**config.mk**
```make
export PLATFORM = sky130hd
export DESIGN_NAME = ball_ctl
export DESIGN_NICKNAME = d
export VERILOG_FILES = /design/src/rtl/vga_pkg.sv /design/src/rtl/game_pkg.sv /design/src/rtl/frame_tick.sv /design/src/rtl/ball_ctl.sv
export SDC_FILE = /design/constraint.sdc
export NUM_CORES = 1
export LEC_CHECK = 0
export CORE_ASPECT_RATIO = 0.8
export CORE_MARGIN = 5
export CORE_UTILIZATION = 52
export DETAILED_ROUTE_END_ITERATION = 10
export PLACE_DENSITY = 0.87
export SYNTH_ARGS = -nofsm -noshare
export SYNTH_HDL_FRONTEND = slang
export SYNTH_SLANG_ARGS = --single-unit
```
**constraint.sdc**
```tcl
create_clock -name clk -period 8.6 [get_ports clk]
set_input_delay 2.58 -clock clk [delete_from_list [all_inputs] [get_ports clk]]
set_output_delay 2.58 -clock clk [all_outputs]
set_load 0.1 [all_outputs]
```
**src/rtl/vga_pkg.sv**
```systemverilog
`default_nettype none
// +------------------------------------------------------------------+
// | vga_pkg : 1024x768 display geometry shared by the pong blocks     |
// | Rev 1.0                                                           |
// +------------------------------------------------------------------+
package vga_pkg;
    localparam int H_ACTIVE    = 1024;
    localparam int V_ACTIVE    = 768;
    localparam int BALL_SIZE   = 16;
    localparam int X_PAD_LEFT  = 32;
    localparam int X_PAD_RIGHT = 976;
    localparam int PAD_WIDTH   = 16;
    localparam int PAD_HEIGHT  = 128;
endpackage
`default_nettype wire

```
**src/rtl/game_pkg.sv**
```systemverilog
`default_nettype none
// +------------------------------------------------------------------+
// | game_pkg : game state encoding, score width and ball centre        |
// | Rev 1.0                                                           |
// +------------------------------------------------------------------+
package game_pkg;
    import vga_pkg::*;

    typedef enum logic [1:0] {
        IDLE      = 2'd0,
        SERVE     = 2'd1,
        PLAY      = 2'd2,
        GAME_OVER = 2'd3
    } state_t;

    localparam int SCORE_W = 4;

    localparam logic [10:0] BALL_X_CENTRE = 11'((H_ACTIVE - BALL_SIZE) / 2);
    localparam logic [9:0]  BALL_Y_CENTRE = 10'((V_ACTIVE - BALL_SIZE) / 2);

    // Ball box [y, y+BALL_SIZE] touches pad span [pad, pad+PAD_HEIGHT]; 11 bits avoids wrap.
    function automatic logic pad_overlap(input logic [9:0] y_top, input logic [9:0] pad_top);
        logic [10:0] b;
        logic [10:0] p;
        b = {1'b0, y_top};
        p = {1'b0, pad_top};
        return ((b + 11'(BALL_SIZE)) >= p) && (b <= (p + 11'(PAD_HEIGHT)));
    endfunction
endpackage
`default_nettype wire

```
**src/rtl/frame_tick.sv**
```systemverilog
`default_nettype none
// +------------------------------------------------------------------+
// | frame_tick : one-cycle pulse on each vblnk rising edge            |
// | Rev 1.0                                                           |
// +------------------------------------------------------------------+
module frame_tick (
    input  logic clk,
    input  logic rst_n,
    input  logic i_vblnk,
    output logic o_tick
);
    logic vblnk_q;
    logic vblnk_d;

    always_comb begin
        vblnk_d = i_vblnk;
    end

    always_ff @(posedge clk or negedge rst_n) begin
        if (!rst_n) begin
            vblnk_q <= 1'b0;
        end else begin
            vblnk_q <= vblnk_d;
        end
    end

    assign o_tick = i_vblnk & ~vblnk_q;
endmodule
`default_nettype wire

```
**src/rtl/ball_ctl.sv**
```systemverilog
`default_nettype none
// +------------------------------------------------------------------+
// | ball_ctl : per-frame pong sequencer (serve/play/score/game over). |
// | Optional BALL_CTL_SPEEDUP_EN: |dx| grows every 4th pad hit.       |
// | Rev 1.0                                                           |
// +------------------------------------------------------------------+
module ball_ctl
    import vga_pkg::*;
    import game_pkg::*;
#(
    parameter int STEP_X       = 4,
    parameter int STEP_Y       = 3,
    parameter int SERVE_FRAMES = 60,
    parameter int WIN_SCORE    = 9,
    parameter int MAX_STEP_X   = 8
) (
    input  logic                clk,
    input  logic                rst_n,
    input  logic                vblnk,
    input  logic                start,
    input  logic [9:0]          y_pad_left,
    input  logic [9:0]          y_pad_right,
    output logic [10:0]         x_ball,
    output logic [9:0]          y_ball,
    output logic [SCORE_W-1:0]  score_left,
    output logic [SCORE_W-1:0]  score_right,
    output logic                game_over
);
    localparam int CNT_W = $clog2(SERVE_FRAMES + 1);
    localparam int MAG_W = $clog2(MAX_STEP_X + 1);

    localparam logic [CNT_W-1:0]   SERVE_LOAD = CNT_W'(SERVE_FRAMES);
    localparam logic [CNT_W-1:0]   CNT_ONE    = CNT_W'(1);
    localparam logic [SCORE_W-1:0] WIN_S      = SCORE_W'(WIN_SCORE);
    localparam logic [SCORE_W-1:0] SCORE_ONE  = SCORE_W'(1);

    localparam logic signed [11:0] XL    = 12'(X_PAD_LEFT + PAD_WIDTH);
    localparam logic signed [11:0] XR    = 12'(X_PAD_RIGHT - BALL_SIZE);
    localparam logic signed [11:0] X_MAX = 12'(H_ACTIVE - BALL_SIZE);
    localparam logic signed [11:0] Y_MAX = 12'(V_ACTIVE - BALL_SIZE);
    localparam logic signed [11:0] DY    = 12'(STEP_Y);

    localparam logic [10:0] X_BOUNCE_L = 11'(X_PAD_LEFT + PAD_WIDTH + 1);
    localparam logic [10:0] X_BOUNCE_R = 11'(X_PAD_RIGHT - BALL_SIZE - 1);
    localparam logic [9:0]  Y_BOTTOM   = 10'(V_ACTIVE - BALL_SIZE);

    state_t               state_q, state_d;
    logic [CNT_W-1:0]     cnt_q, cnt_d;
    logic [10:0]          x_q, x_d;
    logic [9:0]           y_q, y_d;
    logic [SCORE_W-1:0]   score_l_q, score_l_d;
    logic [SCORE_W-1:0]   score_r_q, score_r_d;
    logic                 game_over_q, game_over_d;
    logic                 dx_neg_q, dx_neg_d;
    logic                 dy_neg_q, dy_neg_d;

    logic                 w_tick;
    logic [MAG_W-1:0]     w_mag;
    logic signed [11:0]   w_mag_s;
    logic signed [11:0]   w_dx;
    logic signed [11:0]   w_dy;
    logic signed [11:0]   w_x_s;
    logic signed [11:0]   w_x_n;
    logic signed [11:0]   w_y_n;
    logic                 w_hit_l;
    logic                 w_hit_r;
    logic                 point;

    frame_tick u_frame_tick (
        .clk     (clk),
        .rst_n   (rst_n),
        .i_vblnk (vblnk),
        .o_tick  (w_tick)
    );

`ifdef BALL_CTL_SPEEDUP_EN
    localparam logic [MAG_W-1:0] MAG_INIT = MAG_W'(STEP_X);
    localparam logic [MAG_W-1:0] MAG_MAX  = MAG_W'(MAX_STEP_X);
    logic [MAG_W-1:0] mag_q, mag_d;
    logic [1:0]       hits_q, hits_d;

    always_ff @(posedge clk or negedge rst_n) begin
        if (!rst_n) begin
            mag_q  <= MAG_INIT;
            hits_q <= 2'd0;
        end else begin
            mag_q  <= mag_d;
            hits_q <= hits_d;
        end
    end

    assign w_mag = mag_q;
`else
    assign w_mag = MAG_W'(STEP_X);
`endif

    assign w_mag_s = $signed(12'(w_mag));
    assign w_dx    = dx_neg_q ? -w_mag_s : w_mag_s;
    assign w_dy    = dy_neg_q ? -DY : DY;
    assign w_x_s   = $signed({1'b0, x_q});
    assign w_x_n   = w_x_s + w_dx;
    assign w_y_n   = $signed({2'b0, y_q}) + w_dy;

    // Pad hits only count when the ball crosses the pad face this frame.
    assign w_hit_l = dx_neg_q && (w_x_s > XL) && (w_x_n <= XL) && pad_overlap(y_q, y_pad_left);
    assign w_hit_r = !dx_neg_q && (w_x_s < XR) && (w_x_n >= XR) && pad_overlap(y_q, y_pad_right);

    always_comb begin
        state_d   = state_q;
        cnt_d     = cnt_q;
        x_d       = x_q;
        y_d       = y_q;
        score_l_d = score_l_q;
        score_r_d = score_r_q;
        dx_neg_d  = dx_neg_q;
        dy_neg_d  = dy_neg_q;
        point     = 1'b0;
`ifdef BALL_CTL_SPEEDUP_EN
        mag_d     = mag_q;
        hits_d    = hits_q;
`endif
        // start is a level from a debounced button, so IDLE/GAME_OVER accept it on any cycle.
        case (state_q)
            IDLE: begin
                if (start) begin
                    state_d = SERVE;
                    cnt_d   = SERVE_LOAD;
                end
            end
            SERVE: begin
                if (w_tick) begin
                    cnt_d = cnt_q - CNT_ONE;
                    if (cnt_q <= CNT_ONE) begin
                        state_d = PLAY;
                    end
                end
            end
            PLAY: begin
                if (w_tick) begin
                    if (w_y_n <= 12'sd0) begin
                        y_d      = 10'd0;
                        dy_neg_d = 1'b0;
                    end else if (w_y_n >= Y_MAX) begin
                        y_d      = Y_BOTTOM;
                        dy_neg_d = 1'b1;
                    end else begin
                        y_d = w_y_n[9:0];
                    end

                    if (w_hit_l) begin
                        x_d      = X_BOUNCE_L;
                        dx_neg_d = 1'b0;
                    end else if (w_hit_r) begin
                        x_d      = X_BOUNCE_R;
                        dx_neg_d = 1'b1;
                    end else if (w_x_n <= 12'sd0) begin
                        score_r_d = (score_r_q >= WIN_S) ? WIN_S : score_r_q + SCORE_ONE;
                        dx_neg_d  = 1'b1;
                        point     = 1'b1;
                    end else if (w_x_n >= X_MAX) begin
                        score_l_d = (score_l_q >= WIN_S) ? WIN_S : score_l_q + SCORE_ONE;
                        dx_neg_d  = 1'b0;
                        point     = 1'b1;
                    end else begin
                        x_d = w_x_n[10:0];
                    end

`ifdef BALL_CTL_SPEEDUP_EN
                    if (w_hit_l || w_hit_r) begin
                        hits_d = hits_q + 2'd1;
                        if ((hits_q == 2'd3) && (mag_q < MAG_MAX)) begin
                            mag_d = mag_q + MAG_W'(1);
                        end
                    end
`endif

                    if (point) begin
                        x_d     = BALL_X_CENTRE;
                        y_d     = BALL_Y_CENTRE;
                        cnt_d   = SERVE_LOAD;
                        state_d = ((score_l_d == WIN_S) || (score_r_d == WIN_S)) ? GAME_OVER : SERVE;
`ifdef BALL_CTL_SPEEDUP_EN
                        mag_d   = MAG_INIT;
                        hits_d  = 2'd0;
`endif
                    end
                end
            end
            GAME_OVER: begin
                if (start) begin
                    score_l_d = '0;
                    score_r_d = '0;
                    state_d   = SERVE;
                    cnt_d     = SERVE_LOAD;
                end
            end
            default: begin
                state_d = IDLE;
            end
        endcase

        game_over_d = (state_d == GAME_OVER);
    end

    always_ff @(posedge clk or negedge rst_n) begin
        if (!rst_n) begin
            state_q     <= IDLE;
            cnt_q       <= '0;
            x_q         <= BALL_X_CENTRE;
            y_q         <= BALL_Y_CENTRE;
            score_l_q   <= '0;
            score_r_q   <= '0;
            game_over_q <= 1'b0;
            dx_neg_q    <= 1'b0;
            dy_neg_q    <= 1'b0;
        end else begin
            state_q     <= state_d;
            cnt_q       <= cnt_d;
            x_q         <= x_d;
            y_q         <= y_d;
            score_l_q   <= score_l_d;
            score_r_q   <= score_r_d;
            game_over_q <= game_over_d;
            dx_neg_q    <= dx_neg_d;
            dy_neg_q    <= dy_neg_d;
        end
    end

    assign x_ball      = x_q;
    assign y_ball      = y_q;
    assign score_left  = score_l_q;
    assign score_right = score_r_q;
    assign game_over   = game_over_q;
endmodule
`default_nettype wire

```
After elaboration in Yosys (flattened, before gate mapping)
Cells that the tools add are included.

cells by class
  reduce and logical (&&, ||, !) cells = 21
  equality and inequality tests = 13
  multiplexer cells = 52
  bitwise operators = 2
  $lt $le $gt $ge = 15
  $add $sub $neg = 8

operators with widths
  kind                                                                                   number
  4-bit two-way mux                                                                      16
  11-bit two-way mux                                                                     5
  12-bit by 11-bit greater-or-equal comparator with 1-bit output, second input constant  3
  10-bit two-way mux                                                                     3
  12-bit by 1-bit less-or-equal comparator with 1-bit output, second input constant      2
  12-bit two-way mux                                                                     2
  6-bit two-way mux                                                                      4
  10-bit by 8-bit adder with 11-bit output, second input constant                        2
  11-bit by 10-bit greater-or-equal comparator with 1-bit output                         2
  10-bit by 11-bit less-or-equal comparator with 1-bit output                            2
  6-bit one-hot mux with 3 select lines                                                  1
  4-bit one-hot mux with 2 select lines                                                  2
  11-bit by 12-bit adder with 12-bit output                                              1
  12-bit adder                                                                           1
  12-bit by 7-bit less-or-equal comparator with 1-bit output, second input constant      1
  1-bit two-way mux                                                                      12
  2-bit two-way mux                                                                      6
  10-bit by 5-bit adder with 11-bit output, second input constant                        1
  11-bit by 6-bit > comparator with 1-bit output, second input constant                  1
  11-bit by 10-bit less-than comparator with 1-bit output, second input constant         1
  3-bit AND reduction                                                                    3
  4-bit by 1-bit adder with 4-bit output, second input constant                          2
  4-bit equality test, second input constant                                             2
  4-bit greater-or-equal comparator, second input constant                               2
  19 further kinds                                                                       34

word-level totals
  logic and storage cells = 121
  register bits after elaboration = 41

Longest topological paths before layout
  depth after elaboration = 16
  mapped depth = 14
  depth with buffers taken out = 13

Hierarchy
From an unflattened synthesis, not the netlist that was laid out.

second synthesis, totals
  cells, all modules = 504
  area total of the unflattened synthesis = 4394.2 um^2

modules (own cells, without submodules)
  module      area each (um^2)  cells each  sequential area each (um^2)  times used
  ball_ctl    4355.4            502         1014.7                       1
  frame_tick  38.8              2           25.0                         1

Worst setup path after synthesis
No wires, ideal clock.

  path type = input -> register
  start = input port y_pad_left[7]
  end = register game_over_q (netlist: game_over)
  arrival time = 4.927 ns
  cell stages on the path = 12
  path slack = 3.553 ns
  required time = 8.480 ns
  path buffers = 0
  path through = ha_1 > xnor2_1 > ha_1 > nand4b_1 > nor3_1 > or2_2 > a2111o_1 > and2_4 > a22oi_1 > nand2_2 > a2111oi_4 > and3b_1

between the ends
  word-level cells in the longest chain between the ends = 14
  elaborated cells between the ends (all ways) = 22
  those cells by class = add/sub: 1; order compare: 2; eq/ne: 3; mux: 13; reduce/logical: 3

RTL lines
  item                                                         RTL line         source
  from (decl)                                                  ball_ctl.sv:21   input logic [9:0] y_pad_left,
  10-bit by 8-bit adder with 11-bit output                     game_pkg.sv:27   return ((b + 11'(BALL_SIZE)) >= p) && (b <= (p + 11'(PAD_HEIGHT)));
  10-bit by 11-bit less-or-equal comparator with 1-bit output  game_pkg.sv:27
  1-bit logical AND (*)                                        game_pkg.sv:27
  1-bit logical AND (*)                                        ball_ctl.sv:105  assign w_hit_l = dx_neg_q && (w_x_s > XL) && (w_x_n <= XL) && pad_overlap(y_q, y_pad_left);
  4-bit two-way mux                                            ball_ctl.sv:150  if (w_hit_l) begin
  4-bit two-way mux                                            ball_ctl.sv:139  if (w_tick) begin
  4-bit two-way mux                                            ball_ctl.sv:123  case (state_q)
  4-bit equality test                                          ball_ctl.sv:181  state_d = ((score_l_d == WIN_S) || (score_r_d == WIN_S)) ? GAME_OVER : SERVE;
  1-bit logical OR                                             ball_ctl.sv:181
  2-bit two-way mux                                            ball_ctl.sv:181
  2-bit two-way mux (*)                                        ball_ctl.sv:177  if (point) begin
  2-bit two-way mux (*)                                        ball_ctl.sv:139
  2-bit one-hot mux with 3 select lines (*)                    ball_ctl.sv:123
  2-bit equality test (*)                                      ball_ctl.sv:202  game_over_d = (state_d == GAME_OVER);
  via game_over_d                                              ball_ctl.sv:53   logic game_over_q, game_over_d;
  to (signal assigned)                                         ball_ctl.sv:223  game_over_q <= game_over_d;
  to (decl)                                                    ball_ctl.sv:53

The timed path passes the listed nets; every way through them passes the cells marked *. The select of a mux whose other input is x is not followed.
A chain may end at the register's enable or synchronous reset.

Worst setup path after layout
  start = input port y_pad_right[7]
  end = register cnt_q[0]

between the ends
  word-level cells in the longest chain between the ends = 10
  elaborated cells between the ends (all ways) = 11
  those cells by class = add/sub: 1; order compare: 2; eq/ne: 1; mux: 4; reduce/logical: 3

RTL lines
  item                                                         RTL line         source
  from (decl)                                                  ball_ctl.sv:22   input logic [9:0] y_pad_right,
  10-bit by 8-bit adder with 11-bit output                     game_pkg.sv:27
  10-bit by 11-bit less-or-equal comparator with 1-bit output  game_pkg.sv:27
  1-bit logical AND (*)                                        game_pkg.sv:27
  1-bit logical AND (*)                                        ball_ctl.sv:106  assign w_hit_r = !dx_neg_q && (w_x_s < XR) && (w_x_n >= XR) && pad_overlap(y_q, y_pad_right);
  1-bit two-way mux (*)                                        ball_ctl.sv:153  end else if (w_hit_r) begin
  1-bit two-way mux (*)                                        ball_ctl.sv:150
  1-bit two-way mux (*)                                        ball_ctl.sv:139
  1-bit two-way mux (*)                                        ball_ctl.sv:123
  2-bit != test (no line) (*)                                  -
  4-bit AND reduction (no line) (*)                            -
  to (signal assigned)                                         ball_ctl.sv:218  cnt_q <= cnt_d;
  to (decl)                                                    ball_ctl.sv:48   logic [CNT_W-1:0] cnt_q, cnt_d;

Mark *: on every way between the ends. The rest lies on a longest branch, timed or not. The select of a mux whose other input is x is not followed.

==> run_results.csv <==
group,metric,value,unit
die,ios,54,
die,num_rows,30,
sta,min_period_over_period,63.9,%
clocking,cts_hold_buffers,0,
worst_hold_path,min_from,"x_ball[7]",
logic_synthesis,synth_ff_type,"dfrtp_1",
drt,drcViolationCount,0,
worst_setup_path,cp_data_required_time,8.78,ns
sta,relSlewSlack,34.5,%
logic_synthesis,synth_compound_area_share,28.2,%
worst_setup_path,crit_path_end_kind,"register",
logic_synthesis,syn_inst,527,
die,die_h,93.7,um
global_routing,grt_max_degree,42,
clocking,cts_resized,0,
logic_synthesis,yosys.area_share.simple,20.5,%
worst_setup_path,arrival,5.68,ns
sta,max_freq,182,MHz
sta,period_minus_slack,5.50,ns
logic_synthesis,synthesis.area,4550,um^2
global_routing,grt_pass1_wl,20300,um
drt,drtAntennaViolNets,0,
clocking,cts_setup_buffers,0,
drt,vias_per_cell,6.27,
finish,area_growth,16.3,%
drt,first_pass_iters,5,
sta,setup_viol,0,
placed_design,dpl_cell_area,5190,um^2
sta,clock_skew,0.00895,ns
logic_synthesis,ys_seq_area_share,22.8,%
sta,drv_slew,0,
logic_synthesis,synth_fp_nets,619,
placed_design,dp_hpwl,9300,um
logic_synthesis,synth_top_family_by_area,"compound AO/OA/AOI/OAI gates",
logic_synthesis,async_flop_share,100,%
drt,drtIter0Drc,314,
logic_synthesis,synth_xor_area_share,3.63,%
placed_design,gp_congestion,0.895,
clocking,clockRootBuffer,"clkbuf_8",
sta,timing_hold_violations_final,0,
sta,tns,0,ns
drt,routed_wl,11900,um
worst_setup_path,path_class,"in -> reg",
global_routing,gr-total-overflow,0,
worst_setup_path,cp_slowest_stage_delay,0.48,ns
finish,n_antenna_cell,0,
worst_setup_path,r2r_start,"dx_neg_q",
global_routing,antenna_found_initial,0,
logic_synthesis,muxShareOfSynthArea,0.714,%
finish,most-common-layout-cells,"66 x ha_1, 52 x clkdlybuf4s50_1, 51 x inv_1, 32 x a21oi_1, 31 x nor2_1",
logic_synthesis,syn_avg_cell_area,8.64,um^2
clocking,ctsLongestPathBuffers,2,
clocking,clk_pin_slew,0.08,ns
worst_setup_path,cp_common_cell,"ha_1",
die,start_util,53.4,%
clocking,htree_num_levels,2,
finish,fin_nets,672,
drt,via_count,4342,
die,die_area,10700,um^2
logic_synthesis,yosys_warnings,0,
worst_setup_path,crit_fanout,5,
logic_synthesis,synth_edf_count,0,
clocking,cts.sinks,41,
finish,layout_commonest_cell,"ha_1",
worst_setup_path,startpoint,"y_pad_right[7]",
logic_synthesis,yosysUniqueCellTypes,84,
clocking,cts_tree,"yes",
clocking,clkLatencyLatePin,0.30,ns
worst_setup_path,critPathSlowestCell,"o41ai_1",
flow_run,cap_violations,0,
worst_setup_path,start_kind,"input port",
sta,worst_pin_slew,0.979,ns
clocking,cts_buffers,5,
die,dieWidth,115,um
sta,rsz0062_at_grt,"false",
logic_synthesis,ys_seq_elements,41,
placed_design,port_buffers,53,
die,design.core.area,8520,um^2
global_routing,grtUsageTotal,22.7,%
worst_hold_path,hold_path.class,"reg -> reg",
run_status,status,"finished, final reports clean",
drt,wl_per_cell,17.1,um
finish,final_area,5290,um^2
global_routing,grt_pass1_vias,4283,
worst_setup_path,path_cells,"clkdlybuf4s50_1 > ha_1 > inv_1 > ha_1 > a21oi_1 > o22ai_1 > o41ai_1 > o2111a_2 > a22o_1 > o21a_1 > nor2_1 > mux2_2",
finish,drive_gt1_share,8.43,%
logic_synthesis,synthAdderAreaFrac,19.0,%
==> cells by family (layout without fill, tap and decap cells) <==
logic type	Yosys count	count (layout)
muxes	3	3
buffers and inverters	60	114
DFF	41	41
xor gates and xnor gates	18	18
and+or+nand+nor	166	166
adders and majority gates	68	68
AOI/OAI and AO/OA	171	171
==> metal layers <==
metal | GRT usage [%] | vias to the layer above | wire (um)
li1 | - | 2087 | -
met1 | 29.7 | 2072 | 5320
met2 | 38.4 | 146 | 5600
met3 | 4.06 | 37 | 621
met4 | 6.63 | 0 | 319
met5 | 0 | - | 0
==> metrics by stage <==
stage / hold slack [ns] / utilization [%] / cells / setup slack [ns]
final: 0.507 / 62.1 / 693 / 3.10
after global routing: 0.546 / 62.1 / 693 / 2.94
after CTS: 0.506 / 62.1 / 693 / 3.12
after detailed placement: 0.494 / 60.9 / 685 / 2.80
after global placement: 0.476 / 60.9 / 685 / 2.94
after floorplan: 0.451 / - / 527 / 3.55
==> flip-flops by register name, indices dropped and copies added (netlist names) <==
register,cells
x_ball,11
state_q,2
dx_neg_q,1
u_frame_tick.vblnk_q,1
score_right,4
dy_neg_q,1
game_over,1
y_ball,10
score_left,4
cnt_q,6
==> critical path: cells and delay by family <==
| kind | cells | cell delay [ns] |
|---|---|---|
| buffers and inverters | 2 | 0.51 |
| multiplexers | 1 | 0.27 |
| AND/OR/NAND/NOR | 1 | 0.09 |
| AO/OA/AOI/OAI | 6 | 1.60 |
| adder cells (fa/ha/maj) | 2 | 0.60 |
==> final timing paths <==
check                                 end  cells after the start  slack (ns)
setup / recovery                 cnt_q[0]                     12        3.10
hold / removal                  x_ball[7]                      2        0.51
setup reg to reg                game_over                     11        4.77
hold reg to reg                 x_ball[7]                      2        0.51
max in group asynchronous        cnt_q[2]                      1        5.62
min in group asynchronous  score_right[2]                      1        2.40
==> cell usage after synthesis, types with 9 or more instances <==
library cell	number	area [um^2]
xnor2_1	13	114
dfrtp_1	30	751
dfstp_2	11	289
a31oi_1	12	75.1
o211ai_1	9	67.6
nor2_1	31	116
o21ai_0	29	145
nand2_1	27	101
a21oi_1	32	160
inv_1	51	191
nand3_1	14	70.1
nand2b_1	13	81.3
ha_1	66	826
nor3_1	12	60.1
==> area by class of cell <==
cell class / count / area [um^2]
Inverter: 51 / 191
Clock buffer: 7 / 96.3
Tap cell: 112 / 140
Timing Repair Buffer: 55 / 541
Fill cell: 682 / 3230
Clock inverter: 1 / 5.00
Sequential cell: 41 / 1040
Multi-Input combinational cell: 426 / 3280
Power is not shown: default switching activity piles up to over one toggle a cycle in this logic, so the estimate is an artifact.
